### src/rtl/bp_be_branch_resolve.sv
// ---------------------------------------------------------------------------
// bp_be_branch_resolve
//
// Purpose:
//   Takes the resolved branch outcome from the integer pipe, which arrives one
//   cycle after execute, and registers it in a capture stage. In the following
//   cycle it compares the resolved next PC with the PC the frontend predicted.
//     - Misaligned taken target : redirect the frontend, reason 2.
//     - Next-PC mismatch        : redirect the frontend, reason {0, taken}.
//     - Correct prediction      : one-cycle attaboy pulse for predictor training.
//   A redirect is offered with a valid/ready handshake, and its payload stays
//   stable until it is accepted. After acceptance, wrong-path results are
//   squashed until the backend flush arrives. Saturating counters track the
//   number of branches resolved and the number of mispredicts.
//
// Ports:
//   clk_i, reset_n_i         clock, asynchronous active-low reset
//   v_i, branch_i            result valid / result belongs to a branch or jump
//   btaken_i, misaligned_i   resolved direction / taken target misaligned
//   npc_i, pred_npc_i, pc_i  resolved next PC, predicted next PC, branch PC
//   flush_i                  backend pipeline flush
//   busy_o                   unit is not in RUN; new results are dropped
//   redirect_*               redirect command to the frontend (valid/ready)
//   attaboy_*                correct-prediction pulse with PC and direction
//   branch_cnt_o             branches evaluated (saturating)
//   mispredict_cnt_o         direction/target mispredicts (saturating)
// ---------------------------------------------------------------------------
module bp_be_branch_resolve #(
  parameter int vaddr_width_p = 39,
  parameter int cnt_width_p   = 32
) (
  input  logic                     clk_i,
  input  logic                     reset_n_i,

  input  logic                     v_i,
  input  logic                     branch_i,
  input  logic                     btaken_i,
  input  logic [vaddr_width_p-1:0] npc_i,
  input  logic [vaddr_width_p-1:0] pred_npc_i,
  input  logic [vaddr_width_p-1:0] pc_i,
  input  logic                     misaligned_i,
  input  logic                     flush_i,

  output logic                     busy_o,

  output logic                     redirect_v_o,
  input  logic                     redirect_ready_i,
  output logic [vaddr_width_p-1:0] redirect_npc_o,
  output logic [vaddr_width_p-1:0] redirect_pc_o,
  output logic [1:0]               redirect_reason_o,

  output logic                     attaboy_v_o,
  output logic [vaddr_width_p-1:0] attaboy_pc_o,
  output logic                     attaboy_taken_o,

  output logic [cnt_width_p-1:0]   branch_cnt_o,
  output logic [cnt_width_p-1:0]   mispredict_cnt_o
);

  // -------------------------------------------------------------------------
  // Redirect reason encodings
  // -------------------------------------------------------------------------
  localparam logic [1:0] reason_misaligned = 2'd2;

  typedef enum logic [1:0] {
    RUN    = 2'd0,
    SEND   = 2'd1,
    SQUASH = 2'd2
  } state_e;

  state_e state_reg, state_next;

  // -------------------------------------------------------------------------
  // Capture stage
  // -------------------------------------------------------------------------
  logic                     cap_v_reg;
  logic [vaddr_width_p-1:0] cap_pc_reg;
  logic [vaddr_width_p-1:0] cap_npc_reg;
  logic [vaddr_width_p-1:0] cap_pred_reg;
  logic                     cap_taken_reg;
  logic                     cap_mis_reg;

  logic capture_en;

  // Results that are not branches are ignored. Results are also dropped when
  // the unit is busy or when a flush is in progress.
  assign capture_en = v_i & branch_i & (state_reg == RUN) & ~flush_i;

  always_ff @(posedge clk_i or negedge reset_n_i) begin
    if (!reset_n_i) begin
      cap_v_reg     <= 1'b0;
      cap_pc_reg    <= '0;
      cap_npc_reg   <= '0;
      cap_pred_reg  <= '0;
      cap_taken_reg <= 1'b0;
      cap_mis_reg   <= 1'b0;
    end else begin
      cap_v_reg <= capture_en;
      if (capture_en) begin
        cap_pc_reg    <= pc_i;
        cap_npc_reg   <= npc_i;
        cap_pred_reg  <= pred_npc_i;
        cap_taken_reg <= btaken_i;
        cap_mis_reg   <= misaligned_i;
      end
    end
  end

  // -------------------------------------------------------------------------
  // Evaluate stage
  // -------------------------------------------------------------------------
  logic       eval_v;
  logic       npc_mismatch;
  logic       redirect_now;
  logic       attaboy_now;
  logic [1:0] eval_reason;

  // A flush in the evaluate cycle cancels the captured entry, because that
  // entry is on a path that the backend is discarding.
  assign eval_v       = cap_v_reg & (state_reg == RUN) & ~flush_i;
  assign npc_mismatch = (cap_npc_reg != cap_pred_reg);
  assign redirect_now = eval_v & (cap_mis_reg | npc_mismatch);
  assign attaboy_now  = eval_v & ~cap_mis_reg & ~npc_mismatch;

  // When the target is misaligned, the redirect reports a misaligned target
  // even if the next PC also mismatches.
  assign eval_reason  = cap_mis_reg ? reason_misaligned : {1'b0, cap_taken_reg};

  // -------------------------------------------------------------------------
  // Held redirect payload
  // -------------------------------------------------------------------------
  logic [vaddr_width_p-1:0] redir_npc_reg;
  logic [vaddr_width_p-1:0] redir_pc_reg;
  logic [1:0]               redir_reason_reg;

  always_ff @(posedge clk_i or negedge reset_n_i) begin
    if (!reset_n_i) begin
      redir_npc_reg    <= '0;
      redir_pc_reg     <= '0;
      redir_reason_reg <= 2'd0;
    end else if (redirect_now) begin
      redir_npc_reg    <= cap_npc_reg;
      redir_pc_reg     <= cap_pc_reg;
      redir_reason_reg <= eval_reason;
    end
  end

  // -------------------------------------------------------------------------
  // Control FSM
  // -------------------------------------------------------------------------
  always_ff @(posedge clk_i or negedge reset_n_i) begin
    if (!reset_n_i) begin
      state_reg <= RUN;
    end else begin
      state_reg <= state_next;
    end
  end

  // The redirect is first presented in the evaluate cycle, so the latency from
  // v_i is exactly one cycle. If the frontend accepts it in that same cycle,
  // the unit skips SEND and goes straight to SQUASH. This prevents the same
  // redirect from being offered a second time. A flush during SEND does not
  // withdraw the command; it only changes where the unit goes after the
  // handshake.
  always_comb begin
    state_next = state_reg;
    case (state_reg)
      RUN: begin
        if (redirect_now) begin
          state_next = redirect_ready_i ? SQUASH : SEND;
        end
      end
      SEND: begin
        if (redirect_ready_i) begin
          state_next = flush_i ? RUN : SQUASH;
        end
      end
      SQUASH: begin
        if (flush_i) begin
          state_next = RUN;
        end
      end
      default: state_next = RUN;
    endcase
  end

  // -------------------------------------------------------------------------
  // Outputs
  // -------------------------------------------------------------------------
  logic in_send;
  assign in_send = (state_reg == SEND);

  assign busy_o = (state_reg != RUN);

  // redirect_v_o is built only from state and captured data. It does not
  // depend on redirect_ready_i.
  assign redirect_v_o      = in_send | redirect_now;
  assign redirect_npc_o    = in_send      ? redir_npc_reg    :
                             redirect_now ? cap_npc_reg      : '0;
  assign redirect_pc_o     = in_send      ? redir_pc_reg     :
                             redirect_now ? cap_pc_reg       : '0;
  assign redirect_reason_o = in_send      ? redir_reason_reg :
                             redirect_now ? eval_reason      : 2'd0;

  assign attaboy_v_o     = attaboy_now;
  assign attaboy_pc_o    = attaboy_now ? cap_pc_reg : '0;
  assign attaboy_taken_o = attaboy_now & cap_taken_reg;

  // -------------------------------------------------------------------------
  // Saturating statistics
  // -------------------------------------------------------------------------
  logic [cnt_width_p-1:0] branch_cnt_reg;
  logic [cnt_width_p-1:0] mispredict_cnt_reg;
  logic                   mispredict_inc;

  // A misaligned target is counted as a branch but not as a mispredict.
  assign mispredict_inc = redirect_now & ~cap_mis_reg;

  always_ff @(posedge clk_i or negedge reset_n_i) begin
    if (!reset_n_i) begin
      branch_cnt_reg     <= '0;
      mispredict_cnt_reg <= '0;
    end else begin
      if (eval_v && (branch_cnt_reg != '1)) begin
        branch_cnt_reg <= branch_cnt_reg + 1'b1;
      end
      if (mispredict_inc && (mispredict_cnt_reg != '1)) begin
        mispredict_cnt_reg <= mispredict_cnt_reg + 1'b1;
      end
    end
  end

  assign branch_cnt_o     = branch_cnt_reg;
  assign mispredict_cnt_o = mispredict_cnt_reg;

endmodule

### config.mk
export PLATFORM = sky130hd
export DESIGN_NAME = bp_be_branch_resolve
export DESIGN_NICKNAME = d
export VERILOG_FILES = /design/src/rtl/bp_be_branch_resolve.sv
export SDC_FILE = /design/constraint.sdc
export NUM_CORES = 1
export LEC_CHECK = 0
export CAP_MARGIN = 10
export CORE_ASPECT_RATIO = 0.9
export CORE_MARGIN = 5
export CORE_UTILIZATION = 40
export DETAILED_ROUTE_END_ITERATION = 8
export DONT_BUFFER_PORTS = 1
export HOLD_SLACK_MARGIN = 0.12
export SYNTH_ARGS = -nofsm -noshare
export SYNTH_HDL_FRONTEND = slang
export SYNTH_SLANG_ARGS = --single-unit
### constraint.sdc
create_clock -name clk_i -period 2.6 [get_ports clk_i]
set_input_delay 0.39 -clock clk_i [delete_from_list [all_inputs] [get_ports clk_i]]
set_output_delay 0.39 -clock clk_i [all_outputs]
set_load 0.005 [all_outputs]
==> impl_metrics.py <==
metrics = {
    "sta": {
        "worst_slack_ps": -595,
        "final_max_slew_viol_count": 0,
        "rsz0062_at_grt": "true",
        "skew_ps": 10.5,
        "hold_viol": 266,
        "fin_crit_sh_pct": 123,
        "fin_crit_ps": 3200,
        "tightest_slew_ps": 667,
        "timing.fmax_mhz": 313,
        "tns_ps": -62940,
        "slew_headroom_pct": 55.5,
        "setup_viol": 122,
        "whs_ps": -469,
    },
    "logic_synthesis": {
        "ys_seq_area_share_pct": 54.5,
        "ys_ff_latch": 266,
        "yosysUniqueCellTypes": 40,
        "synth_warnings": 0,
        "syn_area_um2": 12200,
        "synth_compound_area_share_pct": 6.46,
        "synth_top_family_by_area": "multiplexers",
        "yosysTopAreaCellShare_pct": 54.5,
        "synth_fp_nets": 1067,
        "synth_top_area_cell": "dfrtp_1",
        "syn_inst": 940,
        "avgSynthCellArea_um2": 13.0,
        "synth-simple-area-share_pct": 9.83,
        "synth-xor-area-share_pct": 7.03,
        "synth_fa_ha_area_share_pct": 0.205,
        "synthMuxAreaShare_pct": 19.4,
        "synth.area.top_cells": "dfrtp_1 (55%), mux2_2 (16%), a22o_1 (5.6%)",
    },
    "worst_setup_path": {
        "r2r_cells": 7,
        "endpoint_kind": "output port",
        "path_cells": "xor2_1 -> nor4_2 -> nand4_1 -> o31a_4 -> buf_12 -> a22o_1",
        "crit_arrival_ps": 2810,
        "critical-path-max-stage-delay_ps": 470,
        "worst_path_max_delay_cell": "o31a_4",
        "path_max_fanout": 56,
        "critPathLaunchType": "flip-flop",
        "required_ps": 2210,
        "critPathKind": "flip-flop to output port",
    },
    "grt": {
        "grt_overflow": 0,
        "grt_use_total_pct": 17.8,
        "grt_pass1_vias": 8424,
        "grt_first_pass_wirelength_mm": 49.5,
        "antenna_found_initial": 2,
        "grt_max_degree": 267,
    },
    "clocking": {
        "clkTransAtPathRegs_ps": 60,
        "ctsHoldBuffers": 121,
        "cts_buffers": 30,
        "clock_path_buffers": 3,
        "cts_sinks": 266,
        "insertion_delay_ps": 560,
        "root_buffer": "clkbuf_16",
        "cts_tree": "built",
        "h-tree-depth": 1,
    },
    "routing": {
        "drt_wl_total_mm": 31.9,
        "drt_pass1_iterations": 4,
        "vias": 8052,
        "drt-initial-drc-count": 313,
        "routedWlPerCell_um": 21.1,
        "detail-route-antenna-nets": 0,
        "drc_errors": 0,
        "routed_via_density": 5.31,
    },
    "final_layout": {
        "syn_to_final_growth_pct": 25.7,
        "fin_nets": 1215,
        "final_common_cell": "dfrtp_1",
        "drive_gt1_share_pct": 29.7,
        "layout_common_cells": "dfrtp_1 (265), mux2_2 (169), dlygate4sd3_1 (121)",
    },
    "floorplan": {
        "die_h_um": 176,
        "top_level_ports": 312,
        "die_area_um2": 34100,
        "fp.coreArea_um2": 30000,
        "start_util_pct": 40.7,
        "die_x_um": 194,
        "placementRows": 60,
    },
    "place": {
        "place_ws_ps": -172,
        "dp_hpwl_mm": 20.7,
        "globalplace.congestion": 0.801,
        "port_buffers": 0,
    },
    "power": {
        "vdd_drop_max_uv": 588,
        "p_leak_nw": 6.50,
        "power.density_nw_per_um2": 803,
    },
    "outcome": {
        "violations": "negative hold slack, negative setup slack",
        "status": "finished, violations left",
    },
    "flow_run": {
        "cap_violations": 0,
    },
    "hold_path": {
        "hold_path.class": "input pin to asynchronous set/reset pin",
    },
}
[metal layers]
metal | routed length [um] | GRT usage, % | vias up
met4 | 794 | 4.25 | 0
li1 | - | - | 3683
met2 | 15000 | 28.8 | 250
met5 | 0 | 0 | -
met3 | 2460 | 5.96 | 58
met1 | 13700 | 23.2 | 4061
[critical path: cells and delay by family, from the launching register on]
family,cells,cell delay (ps)
AO/OA/AOI/OAI,2,770
AND/OR/NAND/NOR,2,670
flip-flops,1,380
buffers and inverters,1,220
XOR/XNOR,1,170
[area by class of cell]
cell class / instances / area (um^2)
diodes: 3 / 7.51
clock buffers: 47 / 926
clock inverters: 6 / 55.1
fillers: 2568 / 14700
inverters: 6 / 22.5
multi-input cells: 612 / 5420
flip-flops and latches: 266 / 6660
well taps: 403 / 504
repair buffers: 172 / 1760
[per-stage QoR]
step | hold WS (ps) | total power [mW] | instances | utilization [%] | instance area [um^2]
after floorplan | 94.4 | 7.25 | 940 | - | 12200
after global placement | 101 | 7.84 | 1329 | 42.7 | 12800
after detailed placement | 101 | 7.91 | 1329 | 42.7 | 12800
after CTS | -510 | 12.4 | 1504 | 50.6 | 15200
after global routing | -514 | 13.0 | 1514 | 51.1 | 15300
final | -469 | 12.3 | 1515 | 51.1 | 15300
[cell usage after synthesis]
cell type	number
a211oi_1	2
a21oi_1	5
a22o_1	78
and2_1	41
and3_1	14
and4_1	7
buf_1	3
buf_2	26
buf_4	1
buf_6	6
clkbuf_1	17
clkbuf_2	3
dfrtp_1	266
ha_1	2
inv_1	6
mux2_2	169
mux2_4	30
mux2i_1	1
nand2_1	28
nand2b_1	1
nand3_1	45
nand3_2	1
nand4_1	21
nand4b_1	2
nor2_1	23
nor2_2	1
nor3_1	13
nor3_2	3
nor4_1	12
o2111ai_1	1
o21a_1	1
o21ai_0	6
o21ba_2	1
o31a_1	1
or2_2	1
or3_1	2
or4_1	1
or4b_1	1
xnor2_1	53
xor2_1	45
[report_power, final]
group	switching (mW)	total (mW)	internal, mW	leakage [nW]
Clock	1.68	4.19	2.52	0.489
Sequential	0.853	6.04	5.18	3.30
Combinational	0.745	2.10	1.35	2.71
Total	3.27	12.3	9.05	6.50
[final timing paths]
path,from,to,slack [ps]
min in group clk_i,branch_i,cap_v_reg,280
min reg2reg,redir_pc_reg[5],redir_pc_reg[5],500
max in group asynchronous,reset_n_i,cap_pc_reg[32],2500
max,cap_pred_reg[8],redirect_pc_o[25],-600
min,reset_n_i,branch_cnt_o[9],-470
max reg2reg,cap_pred_reg[8],redir_npc_reg[21],50
[logic make-up after synthesis]
group	after synthesis
flip-flops	266
AND/OR/NAND/NOR	217
multiplexers	200
XOR/XNOR	98
AO/OA/AOI/OAI	95
buffers and inverters	62
adder cells (fa/ha/maj)	2
[repair_timing]
| action | CTS | global route |
|---|---|---|
| resized for setup | 30 | 9 |
| setup buffers | 1 | 7 |
| gates cloned | 0 | 2 |
| endpoints found under the hold margin | 387 | 266 |
| pin swaps | 5 | 2 |
| setup endpoints to repair | 146 | 123 |
Note: power is estimated with default switching activity, not from simulation.
